`src/rtl/call_scheduler.sv`:
```
// call_scheduler: SCAN-policy floor-call latching and motor sequencing for the freight elevator.
// Define SEVENSEG_EN to add the floor/fault seven-segment outputs (disp_7seg, COMC).
module call_scheduler #(
  parameter int N_FLOORS       = 3,
  parameter int DWELL_CYCLES   = 20,
  parameter int TIMEOUT_CYCLES = 200
) (
  input  logic                clk,
  input  logic                rst,
  input  logic [N_FLOORS-1:0] call,
  input  logic [N_FLOORS-1:0] fc,
  output logic [1:0]          motor,
  output logic [2:0]          floor,
  output logic [N_FLOORS-1:0] pending,
  output logic                busy,
  output logic                fault
`ifdef SEVENSEG_EN
  ,
  output logic [6:0]          disp_7seg,
  output logic                COMC
`endif
);
  localparam int TW = $clog2(TIMEOUT_CYCLES) + 1;
  localparam int DW = $clog2(DWELL_CYCLES) + 1;
  localparam logic [TW-1:0] TIMER_LAST = TW'(TIMEOUT_CYCLES - 1);
  localparam logic [DW-1:0] DWELL_LAST = DW'(DWELL_CYCLES - 1);

  typedef enum logic [2:0] {
    ST_IDLE  = 3'd0,
    ST_UP    = 3'd1,
    ST_DOWN  = 3'd2,
    ST_DWELL = 3'd3,
    ST_FAULT = 3'd4
  } state_t;

  state_t              state_r, state_s;
  logic [2:0]          floor_r, floor_s, fc_idx_s;
  logic [3:0]          fc_cnt_s;
  logic                fc_hot_s, fc_multi_s, new_floor_s, stop_s;
  logic [N_FLOORS-1:0] pending_r, pending_s, drop_s, merged_s, above_s, below_s;
  logic                dir_r, dir_s;
  logic [TW-1:0]       timer_r, timer_s;
  logic [DW-1:0]       dwell_r, dwell_s;
  logic [1:0]          motor_r;
  logic                busy_r, fault_r;

  assign motor   = motor_r;
  assign floor   = floor_r;
  assign pending = pending_r;
  assign busy    = busy_r;
  assign fault   = fault_r;

`ifdef SEVENSEG_EN
  logic [6:0] disp_r;

  // Segment order is {g,f,e,d,c,b,a}; any value outside 1..8 renders as "E".
  function automatic logic [6:0] seg_digit(input logic [3:0] d);
    case (d)
      4'd1:    seg_digit = 7'b0000110;
      4'd2:    seg_digit = 7'b1011011;
      4'd3:    seg_digit = 7'b1001111;
      4'd4:    seg_digit = 7'b1100110;
      4'd5:    seg_digit = 7'b1101101;
      4'd6:    seg_digit = 7'b1111101;
      4'd7:    seg_digit = 7'b0000111;
      4'd8:    seg_digit = 7'b1111111;
      default: seg_digit = 7'b1111001;
    endcase
  endfunction

  assign disp_7seg = disp_r;
  assign COMC      = 1'b1;
`endif

  // Limit-switch decode, call latching and SCAN next-state selection.
  always_comb begin
    fc_cnt_s = 4'd0;
    fc_idx_s = 3'd0;
    drop_s   = {N_FLOORS{1'b0}};
    above_s  = {N_FLOORS{1'b0}};
    below_s  = {N_FLOORS{1'b0}};
    for (int k = 0; k < N_FLOORS; k++) begin
      fc_cnt_s = fc_cnt_s + {3'd0, fc[k]};
      if (fc[k]) fc_idx_s = 3'(k);
      else       fc_idx_s = fc_idx_s;
      above_s[k] = pending_r[k] && (3'(k) > floor_r);
      below_s[k] = pending_r[k] && (3'(k) < floor_r);
      drop_s[k]  = fc[k] && (3'(k) == floor_r) && ((state_r == ST_IDLE) || (state_r == ST_DWELL));
    end
    fc_hot_s    = (fc_cnt_s == 4'd1);
    fc_multi_s  = (fc_cnt_s > 4'd1);
    new_floor_s = fc_hot_s && (fc_idx_s != floor_r);
    merged_s    = pending_r | (call & ~drop_s);
    floor_s     = fc_hot_s ? fc_idx_s : floor_r;

    state_s   = state_r;
    pending_s = merged_s;
    dir_s     = dir_r;
    timer_s   = timer_r;
    dwell_s   = dwell_r;
    stop_s    = 1'b0;
    case (state_r)
      ST_IDLE: begin
        if (fc_hot_s && !new_floor_s && (|(pending_r & fc))) begin
          state_s   = ST_DWELL;
          pending_s = merged_s & ~fc;
          dwell_s   = {DW{1'b0}};
        end else if ((|above_s) && (dir_r || !(|below_s))) begin
          state_s = ST_UP;
          dir_s   = 1'b1;
          timer_s = {TW{1'b0}};
        end else if (|below_s) begin
          state_s = ST_DOWN;
          dir_s   = 1'b0;
          timer_s = {TW{1'b0}};
        end else begin
          state_s = ST_IDLE;
        end
      end
      ST_UP, ST_DOWN: begin
        // The end floor in the travel direction is always a stop, call or not.
        stop_s = fc_hot_s && ((|(merged_s & fc)) ||
                              ((state_r == ST_UP) ? fc[N_FLOORS-1] : fc[0]));
        if (stop_s) begin
          state_s   = ST_DWELL;
          pending_s = merged_s & ~fc;
          dwell_s   = {DW{1'b0}};
          timer_s   = {TW{1'b0}};
        end else if (new_floor_s) begin
          timer_s = {TW{1'b0}};
        end else if (timer_r >= TIMER_LAST) begin
          state_s = ST_FAULT;
        end else begin
          timer_s = timer_r + TW'(1'b1);
        end
      end
      ST_DWELL: begin
        if (dwell_r >= DWELL_LAST) begin
          state_s = ST_IDLE;
          dwell_s = {DW{1'b0}};
        end else begin
          dwell_s = dwell_r + DW'(1'b1);
        end
      end
      ST_FAULT: begin
        pending_s = pending_r;
      end
      default: begin
        state_s   = ST_FAULT;
        pending_s = pending_r;
      end
    endcase
    if (fc_multi_s) state_s = ST_FAULT;
    else            state_s = state_s;
  end

  // State and registered Moore outputs, decoded from the next state.
  always_ff @(posedge clk or negedge rst) begin
    if (!rst) begin
      state_r   <= ST_IDLE;
      floor_r   <= 3'd0;
      pending_r <= {N_FLOORS{1'b0}};
      dir_r     <= 1'b1;
      timer_r   <= {TW{1'b0}};
      dwell_r   <= {DW{1'b0}};
      motor_r   <= 2'b00;
      busy_r    <= 1'b0;
      fault_r   <= 1'b0;
`ifdef SEVENSEG_EN
      disp_r    <= 7'b0000110;
`endif
    end else begin
      state_r   <= state_s;
      floor_r   <= floor_s;
      pending_r <= pending_s;
      dir_r     <= dir_s;
      timer_r   <= timer_s;
      dwell_r   <= dwell_s;
      case (state_s)
        ST_UP:   motor_r <= 2'b01;
        ST_DOWN: motor_r <= 2'b10;
        default: motor_r <= 2'b00;
      endcase
      busy_r    <= (state_s != ST_IDLE);
      fault_r   <= (state_s == ST_FAULT);
`ifdef SEVENSEG_EN
      disp_r    <= (state_s == ST_FAULT) ? 7'b1111001 : seg_digit({1'b0, floor_s} + 4'd1);
`endif
    end
  end

endmodule

```
`config.mk`:
```
export PLATFORM = sky130hd
export DESIGN_NAME = call_scheduler
export DESIGN_NICKNAME = d
export VERILOG_FILES = /design/src/rtl/call_scheduler.sv
export SDC_FILE = /design/constraint.sdc
export NUM_CORES = 1
export LEC_CHECK = 0
export ABC_AREA = 1
export CORE_MARGIN = 5
export CORE_UTILIZATION = 45
export CTS_CLUSTER_DIAMETER = 200
export DETAILED_ROUTE_END_ITERATION = 8
export GPL_TIMING_DRIVEN = 0
export PLACE_DENSITY = 0.66
export SYNTH_ARGS = -nofsm -noshare
export SYNTH_HDL_FRONTEND = slang
export SYNTH_SLANG_ARGS = --single-unit
```
`constraint.sdc`:
```
create_clock -name clk -period 1.99 [get_ports clk]
set_clock_uncertainty 0.15 [all_clocks]
set_input_delay 0.398 -clock clk [delete_from_list [all_inputs] [get_ports clk]]
set_output_delay 0.398 -clock clk [all_outputs]
set_load 0.02 [all_outputs]
```
==> metrics.csv, run 1 <==
metric;value;unit
internal_power;860;µW
cts.sinks;28;
rsz0062_at_grt;true;
htree_num_levels;1;
powerDensity;533;mW/mm²
routed_wl;4010;µm
wire_per_inst;12.7;µm
cp_slowest_stage_delay;0.41;ns
track_usage;0.157;
drtAntennaViolNets;0;
synth_top_family_by_area;simple AND/OR/NAND/NOR gates;
setup_viol;4;
finalSetupTns;-0.0619;ns
nNetsFinal;280;
grt_overflow_total;0;
cts_tree;done;
fill_cells;341;
drive_gt1_frac;0.343;
grt_max_degree;29;
avgSynthCellArea;7.53;µm²
synth_seq_cells;28;
synth_compound_area_frac;0.125;
place_hpwl;2720;µm
syn-cell-area;0.00175;mm²
synthSimpleGateAreaFrac;0.325;
die_area;0.00523;mm²
yosys.cell_types.count;33;
gp_congestion;0.784;
start_kind;register;
crit_chain;inv_2, nand3_2, nand2_4, nand2_2, nand3_1, nand2_1, nor2_1, nand2_2, nand2_4, nand2_8, nor2_4, nand2_1, o21ai_2;
area_growth;30.8;%
finalPower;1220;µW
leakagePower;0.00110;µW
synth_top_cell_area_share;0.387;
r2r_slack;-0.03;ns
slew_headroom;0.568;
power_switching;358;µW
grt_pass1_wl;6370;µm
stdcell_count;316;
io_pins;18;
fmax;0.496;GHz
initial_core_util;0.470;
rr_startpoint;state_r[2];
multiInputGateArea;0.00101;mm²
async_reset_ff_frac;1.00;
synth_fa_ha_area_frac;0.0258;
worst-path-buf-inv;1;
comb_power_share;0.204;
yosysWarnings;0;
switching_share;0.294;
fin_crit_sh;1.01;
min_path_type;input port to async pin;
place_inst;296;
p_clk_frac;0.295;
critical-path-top-delay-family;simple AND/OR/NAND/NOR gates;
postSynthCellCount;232;
yosys.area_share.xor_xnor;0.0251;
synth_area_leader_cell;dfrtp_1;
clock-root-buffer;clkbuf_8;
synthFlopType;dfrtp_1;
holdWs;-0.0179;ns
report.final.slew_viol_count;0;
stdcell_area;0.00228;mm²
drc_errors;0;
grt_pass1_vias;1417;
vdd_drop_max;0.000238;V
reg2reg_depth;13;
placed_area;0.00198;mm²
hold_viol;27;
regArea;707;µm²
status;finished with violations;
seq_power_share;0.501;
cap_violations;0;
fp.dieH;72.3;µm
synth.top_cells.by_area;dfrtp_1 39%, nand2_1 15%, inv_1 7.3%;
cp_slowest_cell;dfrtp_1;
dr.pass1.iters;4;
clkSlewWorstSetupHoldPaths;0.10;ns
num_rows;22;
numCtsBuffers;3;
synth_edf_count;0;
syn_nets;243;
synth_common_cells;69 x nand2_1, 34 x inv_1, 27 x dfrtp_1;
synthMuxAreaShare;0;
end_kind;register;
synth-seq-area-share;0.402;
violations;hold timing, setup timing;
r2r_end;timer_r[7];
worstMarginPinSlew;0.648;ns
die_w;72.3;µm
critical_path_class;register to register;
cp_max_fo;8;
post-synth-top-count-cell;nand2_1;
fin_crit;2.02;ns
clockBufferDepth;2;
hold_buffers;0;
insertion_delay;0.28;ns
cp.arrival;2.08;ns
via_per_inst;4.84;
io_buffers;16;
antenna_found_initial;0;
worst_slack;-0.0280;ns
vias;1528;
worst_ep_required_time;2.05;ns
fp.coreArea;0.00372;mm²
antenna_cells_inserted;0;
drtIter0Drc;52;
registers in the layout, indices dropped and copies added (netlist names):
| register | count |
|---|---|
| motor | 2 |
| timer_r | 9 |
| floor | 2 |
| dwell_r | 6 |
| pending | 3 |
| state_r | 3 |
| busy | 1 |
| dir_r | 1 |
| fault | 1 |
logic make-up after synthesis:
logic type | count (synthesis)
AND/OR/NAND/NOR | 124
XOR/XNOR | 5
buffers and inverters | 39
AO/OA/AOI/OAI | 32
adder cells (fa/ha/maj) | 3
other | 1
flip-flops | 28
worst max-delay path by stage:
stage                     cells past startpoint  startpoint  slack, ns         end
after global placement                       11       fc[1]      -0.84  timer_r[0]
final                                        13  state_r[2]      -0.03  timer_r[7]
after CTS                                    13  state_r[0]     -0.006  timer_r[7]
after global routing                         15  state_r[1]      -0.12        busy
after detailed placement                     11       fc[1]      -0.84  timer_r[7]
after floorplan                              10       fc[0]      -0.06  timer_r[3]
layer usage:
layer,GRT usage,up-vias,part of all wire
met5,0,-,0
met4,0.0501,0,0.013
met3,0.0305,4,0.033
met2,0.252,26,0.47
met1,0.212,705,0.49
li1,-,793,-
what timing repair did:
item                                    in CTS  in global routing
gates cloned                                 0                  1
gates resized for setup                     17                 36
endpoints found under the setup margin      27                 23
pin swaps                                    6                  6
setup buffers                                7                  8
power by group through the flow:
stage / combinational, µW / clock [µW] / sequential [µW]
floorplan: 113 / 0 / 624
global placement: 201 / 0 / 614
detailed placement: 204 / 0 / 615
CTS: 204 / 369 / 604
global route: 273 / 402 / 615
finish: 249 / 359 / 610
layout make-up:
| type | instances | area share |
|---|---|---|
| Buffer | 2 | 0.0120 |
| Sequential cell | 28 | 0.309 |
| Clock buffer | 4 | 0.0241 |
| Multi-Input combinational cell | 165 | 0.442 |
| Inverter | 37 | 0.0619 |
| Timing Repair Buffer | 32 | 0.124 |
| Tap cell | 48 | 0.0263 |
cell usage in the layout (no fill, tap or decap), types with 3 or more instances in the layout:
cell             Yosys  routed
buf_4                1      15
nand3_1             14      10
nand2_1             69      57
buf_2                0       3
clkdlybuf4s50_1      0      11
o21ai_0              9       9
inv_2                3       5
nand2_2             14      24
dfrtp_2              0       4
dfrtp_1             27      23
clkbuf_8             0       4
nor2_2               1       4
nand3_2              1       4
a21oi_1              4       4
nor2_1              18      14
xor2_1               4       4
inv_1               34      31
o21ai_2              9       9
through the flow:
stage                     utilization  hold WS, ns  worst slack, ns
after detailed placement        0.532        0.342           -0.839
after global placement          0.532        0.333           -0.842
final                           0.615      -0.0179          -0.0280
after floorplan                     -      -0.0476          -0.0556
after global routing            0.615       0.0321           -0.117
after CTS                       0.559        0.234         -0.00617
Power figures use the tool's default switching activity.
==> inputs of run 2 (changes only) <==
- CORE_MARGIN: 5 -> default
==> run 2 against run 1 <==
Against the previous run: the run ends with hold timing left; setup slack better by 0.034 ns; sequential power down 1%; core utilization down 0.59 points; cell area down 1.7%; critical path type unchanged.
==> metrics.csv, run 2 (synthesis gave the netlist of run 1 again) <==
metric;value;unit;change
status;finished with violations;;
violations;hold timing;;
io_buffers;16;;unchanged
stdcell_area;0.00225;mm²;-1.7%
top_regs;timer_r (9), dwell_r (6);;
drtAntennaViolNets;0;;unchanged
end_kind;register;;
clockBufferDepth;2;;unchanged
grt_max_degree;29;;unchanged
start_kind;register;;
fp.coreArea;0.00369;mm²;-0.74%
htree_num_levels;1;;unchanged
comb_power_share;0.186;;-0.018
powerDensity;530;mW/mm²;-0.61%
slew_headroom;0.563;;-0.00499
placed_area;0.00198;mm²;unchanged
grt_pass1_wl;6600;µm;+3.7%
cp_slowest_stage_delay;0.42;ns;about the same
hold_buffers;0;;unchanged
die_w;64.3;µm;-11%
io_pins;18;;unchanged
worst_slack;0.00645;ns;+0.0344 ns
place_hpwl;2600;µm;-4.2%
holdWs;-0.0151;ns;+0.00287 ns
clkSlewWorstSetupHoldPaths;0.10;ns;about the same
num_rows;22;;unchanged
report.final.slew_viol_count;0;;unchanged
fmax;0.504;GHz;+1.7%
internal_power;843;µW;-1.9%
hold_viol;27;;unchanged
reg2reg_depth;14;;+1
track_usage;0.202;;+0.0454
crit_chain;buf_4, nand3_1, nand2_1, nand2_1, nor2_1, nand2_2, nor2_2, nand2_2, nand2_4, nand2_8, nor2_4, buf_12, nand2_2, o21ai_2;;
leakagePower;0.00110;µW;about the same
rsz0062_at_grt;true;;
stdcell_count;314;;-0.63%
drive_gt1_frac;0.327;;-0.0162
cp.arrival;2.05;ns;-0.03 ns
routed_wl;3800;µm;-5.3%
numCtsBuffers;3;;unchanged
worstSetupStartpoint;state_r[0];;
initial_core_util;0.474;;+0.00351
drtIter0Drc;84;;+62%
place_ws;-0.853;ns;-0.0146 ns
vias;1554;;+1.7%
antenna_cells_inserted;0;;unchanged
grt_overflow_total;0;;unchanged
die_area;0.00413;mm²;-21%
fp.dieH;64.3;µm;-11%
cts_tree;done;;
critPathMostFrequentCell;nand2_2;;
final_cell_mix;53 x nand2_1, 32 x inv_1, 26 x nand2_2, 26 x dfrtp_1, 15 x nor2_1;;
drc_errors;0;;unchanged
cts.sinks;28;;unchanged
critical_path_class;register to register;;
place_inst;296;;unchanged
insertion_delay;0.28;ns;about the same
largest_register_ffs;9;;unchanged
setup_viol;0;;-4
regMostFlops;timer_r;;
fin_crit;1.98;ns;-0.0344 ns
cp_slowest_cell;dfrtp_1;;
r2r_end;timer_r[7];;
grt_pass1_vias;1512;;+6.7%
worstMarginPinSlew;0.655;ns;+0.00749 ns
vdd_drop_max;0.000259;V;+8.8%
endpoint;timer_r[7];;
worst_ep_required_time;2.06;ns;about the same
mostFrequentLayoutCell;nand2_1;;
via_per_inst;4.95;;+2.3%
seq_power_share;0.508;;+0.007
cap_violations;0;;unchanged
p_clk_frac;0.306;;+0.011
nNetsFinal;278;;-0.71%
switching_share;0.291;;-0.00257
power_switching;346;µW;-3.2%
rr_startpoint;state_r[0];;
r2r_slack;0.006;ns;+0.03 ns
dr.pass1.iters;4;;unchanged
cp_max_fo;8;;unchanged
antenna_found_initial;0;;unchanged
fin_crit_sh;0.997;;-0.0173
min_path_type;input port to async pin;;
gp_congestion;0.844;;+7.6%
wire_per_inst;12.1;µm;-4.7%
clock-root-buffer;clkbuf_8;;
area_growth;28.6;%;
run 2: cell count changes in the layout (fill, tap and decap cells not counted), moves of 2 or more:
cell,before,now
nand2_1,57,53
dfrtp_1,23,26
inv_2,5,3
buf_4,15,13
dfrtp_2,4,1
nand2_2,24,26
nand2_4,2,5
run 2: worst min-delay path by stage:
stage          slack [ns]  startpoint  cells after the start          to
6_report            -0.02         rst                      1  pending[2]
5_1_grt              0.04         rst                      1  pending[2]
4_1_cts              0.24       fc[0]                      2  pending[0]
3_5_place_dp         0.34  timer_r[8]                      2  timer_r[8]
3_3_place_gp         0.33  timer_r[8]                      2  timer_r[8]
2_1_floorplan       -0.05         rst                      0        busy
run 2: per-layer routing:
| layer | track usage | vias to the layer above | share of wire |
|---|---|---|---|
| li1 | - | 792 | - |
| met1 | 0.281 | 728 | 0.49 |
| met2 | 0.322 | 25 | 0.46 |
| met3 | 0.0268 | 9 | 0.033 |
| met4 | 0.0667 | 0 | 0.016 |
| met5 | 0 | - | 0 |
run 2: stage by stage:
stage                     setup TNS (ns)  power [µW]   util
final                                  0        1190  0.609
after global routing               -1.26        1240  0.609
after CTS                              0        1190  0.585
after detailed placement          -23.80         819  0.536
after global placement            -22.31         814  0.536
after floorplan                   -0.436         737      -
run 2: final cells by class:
class	instances	area (µm²)
plain buffers	2	27.5
clock buffers	4	55.1
inverters	37	144
flip-flops and latches	28	703
well taps	48	60.1
fillers	349	1440
multi-input cells	165	995
repair buffers	30	262
run 2: critical path, delay by kind of cell, from the launching register on:
| kind | cells | cell delay [ns] |
|---|---|---|
| and+or+nand+nor | 11 | 0.96 |
| DFF | 1 | 0.42 |
| AOI/OAI and AO/OA | 1 | 0.10 |
| buffers and inverters | 2 | 0.28 |
run 2: power groups by stage:
stage                     logic [µW]  registers (µW)  clock network [µW]
after CTS                        213             605                 374
final                            222             604                 363
after global routing             244             606                 389
after global placement           200             614                   0
after floorplan                  113             624                   0
after detailed placement         204             615                   0
run 2: repair_timing:
item | in CTS | in global routing
endpoints found under the setup margin | 27 | 18
gates resized for setup | 27 | 21
cloned | 0 | 0
setup buffers | 12 | 2
pin swaps | 10 | 14
